$ cat config.mk
export PLATFORM = sky130hd
export DESIGN_NAME = uart_rx
export DESIGN_NICKNAME = d
export VERILOG_FILES = /design/src/rtl/uart_rx.sv
export SDC_FILE = /design/constraint.sdc
export NUM_CORES = 1
export LEC_CHECK = 0
export CAP_MARGIN = 20
export CORE_AREA = 2 2 86 47
export CTS_BUF_LIST = sky130_fd_sc_hd__clkbuf_8
export DETAILED_ROUTE_END_ITERATION = 16
export DIE_AREA = 0 0 88 49
export SLEW_MARGIN = 30
export SYNTH_ARGS = -nofsm -noshare
export SYNTH_HDL_FRONTEND = slang
export SYNTH_SLANG_ARGS = --single-unit
$ cat constraint.sdc
create_clock -name clk -period 2.4 [get_ports clk]
set_input_delay 0.48 -clock clk [delete_from_list [all_inputs] [get_ports clk]]
set_output_delay 0.48 -clock clk [all_outputs]
set_load 0.02 [all_outputs]
$ cat src/rtl/uart_rx.sv
// 8N1 serial receiver, MSB-first, 16x oversampled with 3-sample majority vote.
// Partner of uart_tx; delivers each byte as a one-clock valid pulse plus framing flag.
module uart_rx #(
    parameter int OVERSAMPLE = 16,
    parameter int DATA_BITS  = 8
) (
    input  logic                 clk,
    input  logic                 rst,
    input  logic                 baud_tick,
    input  logic                 rx,
    output logic [DATA_BITS-1:0] data_out,
    output logic                 data_valid,
    output logic                 frame_err,
    output logic                 busy
);

    localparam int TW = $clog2(OVERSAMPLE);
    localparam int BW = $clog2(DATA_BITS + 1);
    localparam logic [TW-1:0] MID_LO = TW'(OVERSAMPLE / 2 - 1);
    localparam logic [TW-1:0] MID    = TW'(OVERSAMPLE / 2);
    localparam logic [TW-1:0] MID_HI = TW'(OVERSAMPLE / 2 + 1);
    localparam logic [TW-1:0] LAST   = TW'(OVERSAMPLE - 1);
    localparam logic [BW-1:0] BLAST  = BW'(DATA_BITS - 1);

    typedef enum logic [1:0] {IDLE, START, DATA, STOP} state_t;

    state_t               state_q, state_d;
    logic [TW-1:0]        tick_q, tick_d;
    logic [BW-1:0]        bit_q, bit_d;
    logic [DATA_BITS-1:0] shift_q, shift_d;
    logic [DATA_BITS-1:0] dout_q, dout_d;
    logic [1:0]           smp_q, smp_d;
    logic                 ferr_q, ferr_d;
    logic                 valid_q, valid_d;
    logic                 meta_q, rxs_q, prev_q;
    logic                 vote, at_vote;

    always_ff @(posedge clk) begin
        if (rst) begin
            state_q <= IDLE;
            tick_q  <= '0;
            bit_q   <= '0;
            shift_q <= '0;
            dout_q  <= '0;
            smp_q   <= '0;
            ferr_q  <= 1'b0;
            valid_q <= 1'b0;
            meta_q  <= 1'b1;
            rxs_q   <= 1'b1;
            prev_q  <= 1'b1;
        end else begin
            meta_q  <= rx;
            rxs_q   <= meta_q;
            if (baud_tick) prev_q <= rxs_q;
            state_q <= state_d;
            tick_q  <= tick_d;
            bit_q   <= bit_d;
            shift_q <= shift_d;
            dout_q  <= dout_d;
            smp_q   <= smp_d;
            ferr_q  <= ferr_d;
            valid_q <= valid_d;
        end
    end

    // The third sample is the live synchronized line on the vote tick.
    assign vote    = (smp_q[0] & smp_q[1]) | (smp_q[0] & rxs_q) | (smp_q[1] & rxs_q);
    assign at_vote = (tick_q == MID_HI);

    always_comb begin
        state_d = state_q;
        tick_d  = tick_q;
        bit_d   = bit_q;
        shift_d = shift_q;
        dout_d  = dout_q;
        smp_d   = smp_q;
        ferr_d  = ferr_q;
        valid_d = 1'b0;
        if (baud_tick) begin
            if (state_q != IDLE) begin
                tick_d = tick_q + 1'b1;
                if (tick_q == MID_LO) smp_d[0] = rxs_q;
                if (tick_q == MID)    smp_d[1] = rxs_q;
            end
            unique case (state_q)
                IDLE: begin
                    if (prev_q && !rxs_q) begin
                        state_d = START;
                        tick_d  = '0;
                    end
                end
                START: begin
                    if (at_vote && vote) begin
                        state_d = IDLE;
                        tick_d  = '0;
                    end else if (tick_q == LAST) begin
                        state_d = DATA;
                        tick_d  = '0;
                        bit_d   = '0;
                    end
                end
                DATA: begin
                    if (at_vote) shift_d = {shift_q[DATA_BITS-2:0], vote};
                    if (tick_q == LAST) begin
                        tick_d = '0;
                        if (bit_q == BLAST) state_d = STOP;
                        else                bit_d   = bit_q + 1'b1;
                    end
                end
                STOP: begin
                    // Leave half a bit early so a back-to-back start edge is seen.
                    if (at_vote) begin
                        dout_d  = shift_q;
                        ferr_d  = ~vote;
                        valid_d = 1'b1;
                        state_d = IDLE;
                        tick_d  = '0;
                    end
                end
                default: state_d = IDLE;
            endcase
        end
    end

    assign data_out   = dout_q;
    assign data_valid = valid_q;
    assign frame_err  = ferr_q;
    assign busy       = (state_q != IDLE);

endmodule
==> impl_metrics.tcl, run 1 <==
set metrics [dict create \
    outcome "finished clean" \
    synth.area.top_cells "dfxtp_1 43%, mux2i_1 12%, nor2_1 6.6%" \
    worstMarginPinSlew_ns 0.541 \
    routabilityCongestion 0.730 \
    hold_viol 0 \
    cts_setup_buffers 0 \
    drc 0 \
    cts.path.max_buffers 2 \
    clock_sinks 33 \
    netlist_instances 166 \
    final_area_sq_mm 0.00185 \
    grt_util_all_layers 0.166 \
    cts_tree "yes" \
    synth_flop_cell "dfxtp_1" \
    arrival_ns 1.57 \
    overflow 0 \
    cts-buffers-inserted 5 \
    via_per_inst 5.19 \
    drtIter0Drc 91 \
    ys_ff_latch 33 \
    diodes 0 \
    fmaxAchievable_mhz 488 \
    final.setup.tns_ns 0 \
    final.setup_skew_ns 0.00351 \
    worst-path-max-fanout 9 \
    pin_count 15 \
    post_cts_resized 0 \
    synthDistinctLibCells 48 \
    cap_viol_max_count 0 \
    clk_pin_slew_ns 0.07 \
    finalSetupViolations 0 \
    die_h_microns 49 \
    power_density_mw_per_mm2 614 \
    dr_total_vias 1231 \
    rsz0062_at_grt "false" \
    place.detailed.hpwl_mm 2.30 \
    synth.top_cell.area_share 0.429 \
    startpoint_type "register" \
    crit_path_top_delay_cell "clkdlybuf4s50_1" \
    ys_seq_area_frac 0.429 \
    finalCritPeriodShare 0.854 \
    critical_path_class "reg2out" \
    grt_max_degree 26 \
    max-vdd-ir-drop_mv 0.273 \
    cp.required_ns 1.92 \
    rows 16 \
    avgSynthCellArea_sq_um 9.27 \
    syn_area_sq_mm 0.00154 \
    dieArea_sq_mm 0.00431 \
    root_buffer "clkbuf_8" \
    max_stage_delay_ns 0.59 \
    synth_commonest_cells "33 x dfxtp_1, 27 x nor2_1, 18 x mux2i_1" \
    grt_pass1_wl_mm 5.35 \
    antenna_found_initial 0 \
    yosysMostFrequentCell "dfxtp_1" \
    relSlewSlack 0.639 \
    ys.warnings.count 0 \
    nets 190 \
    synthToLayoutAreaGrowth_pct 20.1 \
    portBuffers 14 \
    wl_per_cell_microns 13.3 \
    h-tree-depth 2 \
    synth_nets 174 \
    path_cells "nor2_1, inv_1, clkdlybuf4s50_1" \
    drive_above_1_share 0.120 \
    crit_family "buffers and inverters" \
    slew_viol_final 0 \
    hp-class "reg2reg" \
    drt.antenna.violating_nets 0 \
    dr.pass1.iters 4 \
    grt_pass1_vias 1140 \
    dieWidth_microns 88 \
    core-area_sq_mm 0.00362 \
    drt-total-wl_mm 3.16 \
    ctsHoldBuffers 0 \
    initial_core_util 0.425 \
    synth_edf_count 0 \
    dpl_cell_area_sq_mm 0.00173 \
    end_kind "output port" \
    finalCriticalPeriod_ns 2.05 \
    final_util 0.510 \
    p_leak_nw 0.719 \
    path_buf_inv 2 \
    synth_area_leader_cell "dfxtp_1" \
    clock_latency_ns 0.28 \
    synthArstFlopShare 0 \
]
==> state kept, by name, summed over array words and instances, names as in the netlist, named ones only <==
name and cells:
data_out 8, shift_q 8, bit_q 4, tick_q 4
smp_q 2, data_valid 1, frame_err 1, meta_q 1
prev_q 1, rxs_q 1, state_q 1
==> power breakdown <==
part	total, mW	internal [mW]	leakage (nW)	switching [mW]
combinational	0.0434	0.0186	0.389	0.0248
clock	0.535	0.334	0.0626	0.201
sequential	0.556	0.552	0.267	0.00435
total	1.13	0.904	0.719	0.230
==> routing by layer <==
metal,wire [microns],vias to the layer above,track usage
met5,0,-,0
met4,44,0,0.0615
met3,155,6,0.0592
met2,1360,32,0.234
met1,1600,578,0.232
li1,-,615,-
==> worst paths after layout <==
kind              startpoint         to  cells after the start  slack [ns]
setup / recovery    register       busy                      3        0.35
hold / removal        meta_q      rxs_q                      1        0.41
hold reg to reg       meta_q      rxs_q                      1        0.41
setup reg to reg   tick_q[0]  tick_q[0]                      6        0.52
==> through the flow <==
| stage | cells | total power, mW | worst slack [ns] | hold slack [ns] |
|---|---|---|---|---|
| after floorplan | 166 | 0.594 | 0.772 | 0.389 |
| after global placement | 229 | 0.611 | 0.296 | 0.398 |
| after detailed placement | 229 | 0.612 | 0.243 | 0.394 |
| after CTS | 237 | 1.15 | 0.337 | 0.411 |
| after global routing | 237 | 1.18 | 0.259 | 0.424 |
| final | 237 | 1.13 | 0.351 | 0.409 |
==> final cells by class <==
| class | count | area (sq um) |
|---|---|---|
| sequential | 33 | 661 |
| inverter | 5 | 18.8 |
| tap | 54 | 67.6 |
| clock buffer | 6 | 82.6 |
| clock inverter | 2 | 33.8 |
| multi-input combinational | 118 | 807 |
| fill | 328 | 1780 |
| timing repair buffer | 19 | 178 |
==> placed cells by master, fill, tap and decap left out, drive strengths merged, types with 2 or more instances in the layout <==
| cell type | Yosys | routed |
|---|---|---|
| dfxtp | 33 | 33 |
| nor2 | 27 | 27 |
| mux2i | 18 | 18 |
| clkdlybuf4s50 | 0 | 14 |
| nand2 | 9 | 9 |
| o21ai | 7 | 7 |
| nor3 | 7 | 7 |
| inv | 5 | 6 |
| a21oi | 6 | 6 |
| clkbuf | 5 | 6 |
| buf | 5 | 5 |
| nand3 | 4 | 4 |
| ha | 4 | 4 |
| nand2b | 2 | 2 |
| a21boi | 2 | 2 |
| nand4b | 2 | 2 |
| and4 | 2 | 2 |
| a31oi | 2 | 2 |
| or2 | 2 | 2 |
| mux2 | 2 | 2 |
| or4 | 2 | 2 |
==> worst register-to-register path, cell delays in order, from the launching register on <==
cell     delay, ns
dfxtp_1       0.39
ha_1          0.35
and3_1        0.29
o311a_4       0.22
nor3_2        0.06
a21o_1        0.19
mux2_4        0.26
==> cells by family after synthesis <==
kind of cell | share of synthesized area
compound gates | 0.111
fa+ha+maj | 0.0398
buf+inv | 0.0463
flops | 0.429
mux | 0.134
simple gates | 0.239
Power figures use the tool's default switching activity.
==> run 2, diff against run 1 <==
--- a/config.mk
+++ b/config.mk
@@ -5,11 +5,13 @@
 export SDC_FILE = /design/constraint.sdc
 export NUM_CORES = 1
 export LEC_CHECK = 0
+export ABC_CLOCK_PERIOD_IN_PS = 2400
 export CAP_MARGIN = 20
 export CORE_AREA = 2 2 86 47
 export CTS_BUF_LIST = sky130_fd_sc_hd__clkbuf_8
 export DETAILED_ROUTE_END_ITERATION = 16
 export DIE_AREA = 0 0 88 49
+export GPL_TIMING_DRIVEN = 0
 export SLEW_MARGIN = 30
 export SYNTH_ARGS = -nofsm -noshare
 export SYNTH_HDL_FRONTEND = slang
==> impl_metrics.tcl, run 2 (synthesis gave the netlist of run 1 again) <==
set metrics [dict create \
    antenna_found_initial 0 \
    cp-endpoint "shift_q[3]" \
    via_per_inst 5.24 \
    r2r_cells 6 \
    cap_viol_max_count 0 \
    end_kind "register" \
    hold_viol 0 \
    grt_util_all_layers 0.162 \
    portBuffers 13 \
    routabilityCongestion 0.848 \
    clk_pin_slew_ns 0.07 \
    dpl_cell_area_sq_mm 0.00174 \
    p_leak_nw 0.724 \
    path_cells "clkdlybuf4s50_1, clkbuf_1, nand2_1, nor3_4, mux2i_1, nor2_1" \
    dr.pass1.iters 4 \
    max_stage_delay_ns 0.51 \
    nets 194 \
    drt-total-wl_mm 3.22 \
    slew_viol_final 0 \
    outcome "finished clean" \
    ctsHoldBuffers 0 \
    diodes 0 \
    synthToLayoutAreaGrowth_pct 20.4 \
    overflow 0 \
    crit_family "buffers and inverters" \
    rows 16 \
    core-area_sq_mm 0.00362 \
    finalCritPeriodShare 0.893 \
    mostFrequentLayoutCell "dfxtp_1" \
    clock_sinks 33 \
    cp.required_ns 2.55 \
    rrSetupSlack_ns 0.46 \
    final_util 0.511 \
    p_total_mw 1.13 \
    h-tree-depth 2 \
    cts.path.max_buffers 2 \
    initial_core_util 0.425 \
    worst_r2r_endpoint "tick_q[0]" \
    place_inst 233 \
    rr_startpoint "tick_q[0]" \
    dieWidth_microns 88 \
    pin_count 15 \
    startpoint_type "input pin" \
    place.detailed.hpwl_mm 2.39 \
    worst-path-max-fanout 10 \
    min_path_cells 1 \
    grt_max_degree 11 \
    cts_tree "yes" \
    drt.antenna.violating_nets 0 \
    clock_latency_ns 0.28 \
    final_cell_mix "33 x dfxtp_1, 27 x nor2_1, 18 x mux2i_1, 13 x clkdlybuf4s50_1, 8 x nand2_1" \
    worstMarginPinSlew_ns 0.591 \
    final.setup_skew_ns 0.00444 \
    fmaxAchievable_mhz 466 \
    crit_path_top_delay_cell "clkdlybuf4s50_1" \
    cp_num_cells 6 \
    post_cts_resized 0 \
    dr_total_vias 1263 \
    power_density_mw_per_mm2 607 \
    wl_per_cell_microns 13.4 \
    arrival_ns 2.30 \
    startpoint "baud_tick" \
    cts_setup_buffers 0 \
    relSlewSlack 0.603 \
    rsz0062_at_grt "false" \
    final_area_sq_mm 0.00185 \
    cts-buffers-inserted 5 \
    max-vdd-ir-drop_mv 0.339 \
    drc 0 \
    dieArea_sq_mm 0.00431 \
    root_buffer "clkbuf_8" \
    finalSetupViolations 0 \
    final_cells 241 \
    grt_pass1_vias 1183 \
    grt_pass1_wl_mm 5.51 \
    die_h_microns 49 \
    drive_above_1_share 0.118 \
    hp-class "reg2reg" \
    drtIter0Drc 60 \
    critical_path_class "in2reg" \
    path_buf_inv 2 \
    finalCriticalPeriod_ns 2.14 \
]
[run 2: area by class of cell]
type	count	area [sq um]
clock buffers	6	82.6
repair buffers	13	130
clock inverters	2	33.8
multi-input cells	118	807
inverters	5	18.8
fillers	325	1770
flip-flops and latches	33	661
plain buffers	10	52.6
well taps	54	67.6
[run 2: routing by layer]
layer,GRT usage,part of all wire,vias up
li1,-,-,628
met1,0.236,0.50,588
met2,0.230,0.42,42
met3,0.0541,0.069,5
met4,0.0410,0.0065,0
met5,0,0,-
[run 2: how the worst min path moves through the flow]
stage | start | to | slack (ns)
after floorplan | meta_q | rxs_q | 0.39
after global placement | meta_q | rxs_q | 0.40
after detailed placement | meta_q | rxs_q | 0.40
after CTS | meta_q | rxs_q | 0.42
after global routing | meta_q | rxs_q | 0.43
final | meta_q | rxs_q | 0.41
[run 2: power by group]
part | leakage, nW | internal (mW) | switching [mW]
clock | 0.0626 | 0.334 | 0.194
combinational | 0.395 | 0.0150 | 0.0262
sequential | 0.267 | 0.552 | 0.00450
total | 0.724 | 0.901 | 0.225
[run 2: stage by stage]
stage          setup WS, ns  hold slack, ns  setup TNS (ns)
6_report              0.256           0.415               0
5_1_grt               0.136           0.425               0
4_1_cts               0.264           0.420               0
3_5_place_dp        -0.0222           0.400         -0.0490
3_3_place_gp         0.0107           0.397               0
2_1_floorplan         0.772           0.389               0
